**config.mk**
```make
export PLATFORM = sky130hd
export DESIGN_NAME = alarm_countdown
export DESIGN_NICKNAME = d
export VERILOG_FILES = /design/src/rtl/alarm_countdown.sv
export SDC_FILE = /design/constraint.sdc
export NUM_CORES = 1
export LEC_CHECK = 0
export CAP_MARGIN = 20
export CORE_UTILIZATION = 51
export CTS_BUF_LIST = sky130_fd_sc_hd__clkbuf_16
export DETAILED_ROUTE_END_ITERATION = 10
export PLACE_DENSITY = 0.77
export SKIP_LAST_GASP = 1
export SYNTH_ARGS = -nofsm -noshare
export SYNTH_HDL_FRONTEND = slang
export SYNTH_SLANG_ARGS = --single-unit
```
**constraint.sdc**
```tcl
create_clock -name clk -period 2.72 [get_ports clk]
set_clock_uncertainty 0.05 [all_clocks]
set_input_delay 0.544 -clock clk [delete_from_list [all_inputs] [get_ports clk]]
set_output_delay 0.544 -clock clk [all_outputs]
set_load 0.005 [all_outputs]
```
**src/rtl/alarm_countdown.sv**
```systemverilog
// rtl/alarm_countdown.sv - mm:ss BCD countdown with ring, acknowledge, timeout and optional snooze (SNOOZE_EN)
module alarm_countdown #(
    parameter int TICKS_PER_SEC    = 100_000_000,
    parameter int RING_TIMEOUT_SEC = 30,
    parameter int SNOOZE_SEC       = 10
) (
    input  logic        clk,
    input  logic        resetn,
    input  logic        start,
    input  logic [15:0] alarm_in,
    input  logic        push_c,
    input  logic        push_u,
    output logic [15:0] time_bcd,
    output logic        running,
    output logic        ringing,
    output logic        ring_led,
    output logic        done,
    output logic        missed
);

    typedef enum logic [1:0] {
        S_IDLE = 2'd0,
        S_RUN  = 2'd1,
        S_RING = 2'd2,
        S_DONE = 2'd3
    } state_t;

    localparam int             PW         = $clog2(TICKS_PER_SEC);
    localparam logic [PW-1:0]  PRESC_LAST = PW'(TICKS_PER_SEC - 1);
    localparam logic [PW-1:0]  PRESC_ONE  = PW'(1);
    localparam logic [7:0]     RING_LAST  = 8'(RING_TIMEOUT_SEC);

`ifdef SNOOZE_EN
    localparam logic [15:0] SNOOZE_BCD = {8'h00, 4'(SNOOZE_SEC / 10), 4'(SNOOZE_SEC % 10)};
`else
    logic unused_snooze;
    assign unused_snooze = push_u ^ (SNOOZE_SEC == 0);
`endif

    state_t        state_q, state_d;
    logic          start_q;
    logic [15:0]   time_q, time_d;
    logic [PW-1:0] presc_q, presc_d;
    logic          paused_q, paused_d;
    logic [7:0]    ring_cnt_q, ring_cnt_d;
    logic          ring_led_q, ring_led_d;
    logic          missed_q, missed_d;
    logic          running_q, ringing_q, done_q;

    logic          start_edge;
    logic          presc_tc;
    logic [15:0]   time_dec;

    // Subtract one second from an mm:ss BCD value; minutes borrow 0->9, seconds tens borrow 0->5.
    function automatic logic [15:0] bcd_dec(input logic [15:0] t);
        logic [3:0] m10, m1, s10, s1;
        {m10, m1, s10, s1} = t;
        if (s1 != 4'd0) begin
            s1 = s1 - 4'd1;
        end else begin
            s1 = 4'd9;
            if (s10 != 4'd0) begin
                s10 = s10 - 4'd1;
            end else begin
                s10 = 4'd5;
                if (m1 != 4'd0) begin
                    m1 = m1 - 4'd1;
                end else begin
                    m1  = 4'd9;
                    m10 = m10 - 4'd1;
                end
            end
        end
        return {m10, m1, s10, s1};
    endfunction

    assign start_edge = start & ~start_q;
    assign presc_tc   = (presc_q == PRESC_LAST);
    assign time_dec   = bcd_dec(time_q);

    // State and datapath registers; outputs are registered from the next-state values.
    always_ff @(posedge clk) begin
        if (!resetn) begin
            state_q    <= S_IDLE;
            start_q    <= 1'b0;
            time_q     <= 16'h0000;
            presc_q    <= '0;
            paused_q   <= 1'b0;
            ring_cnt_q <= 8'd0;
            ring_led_q <= 1'b0;
            missed_q   <= 1'b0;
            running_q  <= 1'b0;
            ringing_q  <= 1'b0;
            done_q     <= 1'b0;
        end else begin
            state_q    <= state_d;
            start_q    <= start;
            time_q     <= time_d;
            presc_q    <= presc_d;
            paused_q   <= paused_d;
            ring_cnt_q <= ring_cnt_d;
            ring_led_q <= ring_led_d;
            missed_q   <= missed_d;
            running_q  <= (state_d == S_RUN) && !paused_d;
            ringing_q  <= (state_d == S_RING);
            done_q     <= (state_d == S_DONE);
        end
    end

    // Next-state logic: load on start edge, count down in RUN, ring until acknowledge or timeout.
    always_comb begin
        state_d    = state_q;
        time_d     = time_q;
        presc_d    = presc_q;
        paused_d   = paused_q;
        ring_cnt_d = ring_cnt_q;
        ring_led_d = ring_led_q;
        missed_d   = missed_q;

        case (state_q)
            S_IDLE, S_DONE: begin
                ring_led_d = 1'b0;
                if (start_edge) begin
                    time_d     = alarm_in;
                    presc_d    = '0;
                    paused_d   = 1'b0;
                    missed_d   = 1'b0;
                    ring_cnt_d = 8'd0;
                    ring_led_d = 1'b0;
                    state_d    = (alarm_in == 16'h0000) ? S_RING : S_RUN;
                end
            end

            S_RUN: begin
                if (push_c) begin
                    paused_d = ~paused_q;
                end
                if (!paused_q) begin
                    if (presc_tc) begin
                        presc_d = '0;
                        time_d  = time_dec;
                        if (time_dec == 16'h0000) begin
                            state_d    = S_RING;
                            ring_cnt_d = 8'd0;
                            ring_led_d = 1'b0;
                            paused_d   = 1'b0;
                        end
                    end else begin
                        presc_d = presc_q + PRESC_ONE;
                    end
                end
            end

            S_RING: begin
                if (presc_tc) begin
                    presc_d    = '0;
                    ring_led_d = ~ring_led_q;
                    ring_cnt_d = ring_cnt_q + 8'd1;
                    if ((ring_cnt_q + 8'd1) == RING_LAST) begin
                        state_d    = S_DONE;
                        missed_d   = 1'b1;
                        ring_led_d = 1'b0;
                    end
                end else begin
                    presc_d = presc_q + PRESC_ONE;
                end
`ifdef SNOOZE_EN
                if (push_u) begin
                    state_d    = S_RUN;
                    time_d     = SNOOZE_BCD;
                    presc_d    = '0;
                    ring_cnt_d = 8'd0;
                    ring_led_d = 1'b0;
                    paused_d   = 1'b0;
                    missed_d   = 1'b0;
                end
`endif
                // Acknowledge has priority over both timeout and snooze.
                if (push_c) begin
                    state_d    = S_DONE;
                    missed_d   = 1'b0;
                    ring_led_d = 1'b0;
                    time_d     = time_q;
                end
            end

            default: begin
                state_d = S_IDLE;
            end
        endcase
    end

    assign time_bcd = time_q;
    assign running  = running_q;
    assign ringing  = ringing_q;
    assign ring_led = ring_led_q;
    assign done     = done_q;
    assign missed   = missed_q;

endmodule

```
==> metrics.cfg <==
[synth]
netlist-cell-type-count=59
yosysWarnings=0
synth-seq-cells=60
synth.most_common_cell=dfxtp_1
synth_top_area_share_pct=33.6
syn_avg_cell_area_sq_um=7.95
synth_cells=449
syn_area_sq_um=3570
async_flop_share_pct=0
synth_commonest_cells=dfxtp_1 (60), nor2_1 (57), nand2_1 (37), a21oi_1 (21), clkbuf_1 (21)
mappedNetlistNets=476
synthTopCellsByArea=dfxtp_1 (34%), nor2_1 (6.0%), xor2_1 (3.9%)
synth_area_leader_cell=dfxtp_1
synth_flop_cell=dfxtp_1
synth-edff-count=0
ys_seq_area_share_pct=33.6

[clock_tree]
clockBufferDepth=2
cts_hold_buf=0
htree_levels=3
clkLatencyLatePin_ns=0.33
path_clk_slew_ns=0.05
cts_tree=yes
numCtsBuffers=9
cts.sinks=60
cts_root_buf=clkbuf_16

[sta]
timing.hold.ws_ns=0.455
setup_viol=1
worstMarginPinSlew_ns=0.567
min_period_over_period_pct=100
rsz0062_at_grt=yes
maxSlewHeadroom_pct=62.2
final.min_clock_period_ns=2.72
worst_slack_ns=-0.00294
fin_tns_setup_ns=-0.00294
hold_violations=0
slew_viol_final=0
fmax_mhz=367

[pwr]
peakVddDrop_uv=386
totalPowerFinal_mw=2.87
p_sw_mw=0.818
p_per_area_nw_per_um2=608
p_seq_share_pct=33.2
p_comb_share_pct=24.9
p_int_mw=2.05
leakage_nw=1.69
sw_frac_of_total_pct=28.5
p_clk_share_pct=41.9

[job]
max-cap-violations=0

[setup_path]
worstPathMaxFanout=5
cp.arrival_ns=2.88
regToRegSetupSlack_ns=-0.003
cp.required_ns=2.88
reg2reg_from=time_bcd[3]$_SDFFE_PN0P_
endpoint_kind=flip-flop
cp-start-kind=flip-flop
r2r-end=running$_SDFF_PN0_
rr_worst_depth=7
critPathKind=flip-flop to flip-flop

[global_route]
grt_pass1_wl_microns=16100
grt_usage_pct=27.7
grt_antenna_before_repair=0
gr-total-overflow=0
grt_pass1_vias=3429
grt_max_degree=31

[route]
viasPerCell=5.90
vias=3661
drc=0
drt-total-wl_microns=9960
dr.first_iter.drc_count=245
wl_per_cell_microns=16.1
ant_nets=0
drt_pass1_iterations=5

[final_layout]
stdcell_area_sq_um=4720
antennaDiodeCount=0
final_util_pct=69.4
area_delta_synth_final_pct=32.1
nNetsFinal=546
finalNonFillerCells=620
drive_above_1_share_pct=15.6

[placement]
place.gp.congestion=0.843
pre_cts_slack_ns=-0.236
dp.cells=601
portBuffers=40
place_area_sq_um=4330
dp_hpwl_microns=6900

[run_status]
status=finished with violations
failed_checks=negative setup slack

[floorplan]
core_area_sq_um=6790
die_height_microns=85.7
rows=30
initial_utilization_pct=52.6
dieArea_sq_um=7340
fp.dieW_microns=85.7
ioPinCount=42

[hold_path]
min_path_cells=2
hold_start=presc_q[16]$_SDFFE_PN0P_
hold_path_end=presc_q[16]$_SDFFE_PN0P_
holdCritPathClass=flip-flop to flip-flop

[what timing repair did]
action / CTS / global route
pin swaps: 0 / 6
cloned: 0 / 0
setup endpoints to repair: 4 / 9
buffers inserted: 0 / 3
gates resized for setup: 2 / 6
[layout make-up]
| type | count | area (sq um) |
|---|---|---|
| Clock buffer | 9 | 225 |
| Clock inverter | 7 | 91.3 |
| Fill cell | 558 | 2080 |
| Inverter | 14 | 52.6 |
| Multi-Input combinational cell | 350 | 2280 |
| Sequential cell | 60 | 1200 |
| Tap cell | 96 | 120 |
| Timing Repair Buffer | 84 | 743 |
[flip-flops by register name (all words and copies together), names as in the netlist, 2 cells and up]
| signal | cells |
|---|---|
| presc_q | 27 |
| time_bcd | 16 |
| ring_cnt_q | 8 |
| state_q | 2 |
[cell families (layout without fill, tap and decap cells)]
| logic type | Yosys count | after routing | synth area share [%] |
|---|---|---|---|
| fa+ha+maj | 6 | 6 | 2.10 |
| xor+xnor | 28 | 28 | 6.87 |
| mux | 2 | 2 | 0.596 |
| buf+inv | 39 | 114 | 4.59 |
| flops | 60 | 60 | 33.6 |
| compound gates | 99 | 99 | 20.3 |
| simple gates | 215 | 215 | 31.9 |
[worst max-delay path by stage]
| stage | start | to | slack [ns] | cells after the start |
|---|---|---|---|---|
| floorplan | time_bcd[5]$_SDFFE_PN0P_ | ring_cnt_q[4]$_SDFFE_PN0P_ | -0.05 | 9 |
| finish | time_bcd[3]$_SDFFE_PN0P_ | running$_SDFF_PN0_ | -0.003 | 7 |
| global route | time_bcd[3]$_SDFFE_PN0P_ | ring_cnt_q[4]$_SDFFE_PN0P_ | -0.07 | 6 |
| detailed placement | start | presc_q[23]$_SDFFE_PN0P_ | -0.24 | 8 |
| global placement | start | presc_q[17]$_SDFFE_PN0P_ | -0.17 | 9 |
| CTS | time_bcd[7]$_SDFFE_PN0P_ | ring_cnt_q[3]$_SDFFE_PN0P_ | 0.04 | 7 |
[cell usage in the layout (no fill, tap or decap), types with 3 or more instances in the layout]
| cell | netlist | layout |
|---|---|---|
| o21a_1 | 14 | 14 |
| or4_4 | 3 | 3 |
| nor3_1 | 16 | 15 |
| dfxtp_2 | 0 | 3 |
| o21ai_1 | 5 | 5 |
| clkdlybuf4s50_1 | 0 | 40 |
| or4_1 | 5 | 5 |
| o21ai_0 | 9 | 9 |
| a21oi_1 | 21 | 21 |
| a21boi_0 | 6 | 6 |
| nor4_1 | 13 | 13 |
| or3_1 | 8 | 8 |
| inv_1 | 13 | 13 |
| and3_1 | 6 | 6 |
| a211oi_1 | 3 | 3 |
| nor2_1 | 57 | 57 |
| o31ai_1 | 3 | 3 |
| clkbuf_16 | 0 | 9 |
| clkinv_2 | 0 | 3 |
| and2_1 | 5 | 5 |
| nand4b_1 | 7 | 7 |
| ha_1 | 6 | 6 |
| nand4_1 | 16 | 16 |
| nand2_1 | 37 | 37 |
| nor2b_1 | 6 | 6 |
| o211ai_1 | 6 | 6 |
| xnor2_1 | 12 | 12 |
| nand2b_1 | 6 | 6 |
| o41ai_2 | 3 | 3 |
| nand3_1 | 17 | 17 |
| buf_4 | 0 | 43 |
| xor2_1 | 16 | 16 |
| dfxtp_1 | 60 | 57 |
| and4_1 | 5 | 5 |
[worst max-delay path: stages, from the launching register on]
cell	delay, ns
dfxtp_1	0.36
or4_4	0.56
o41ai_4	0.41
nand4_2	0.17
buf_4	0.16
o41ai_1	0.52
a221oi_2	0.16
o2111a_1	0.20
[layer usage]
metal / part of all wire [%] / vias up / global-route usage, %
li1: - / 1791 / -
met4: 2.3 / 0 / 11.7
met5: 0 / - / 0
met3: 4.6 / 23 / 5.58
met1: 45 / 1727 / 34.7
met2: 48 / 120 / 46.3
[power groups by stage]
stage | Combinational [mW] | Sequential, mW | Clock [mW]
finish | 0.714 | 0.952 | 1.20
global route | 0.768 | 0.956 | 1.26
CTS | 0.665 | 0.951 | 1.22
detailed placement | 0.656 | 0.968 | 0
global placement | 0.642 | 0.967 | 0
floorplan | 0.385 | 0.976 | 0
(Power assumes the default switching activity.)
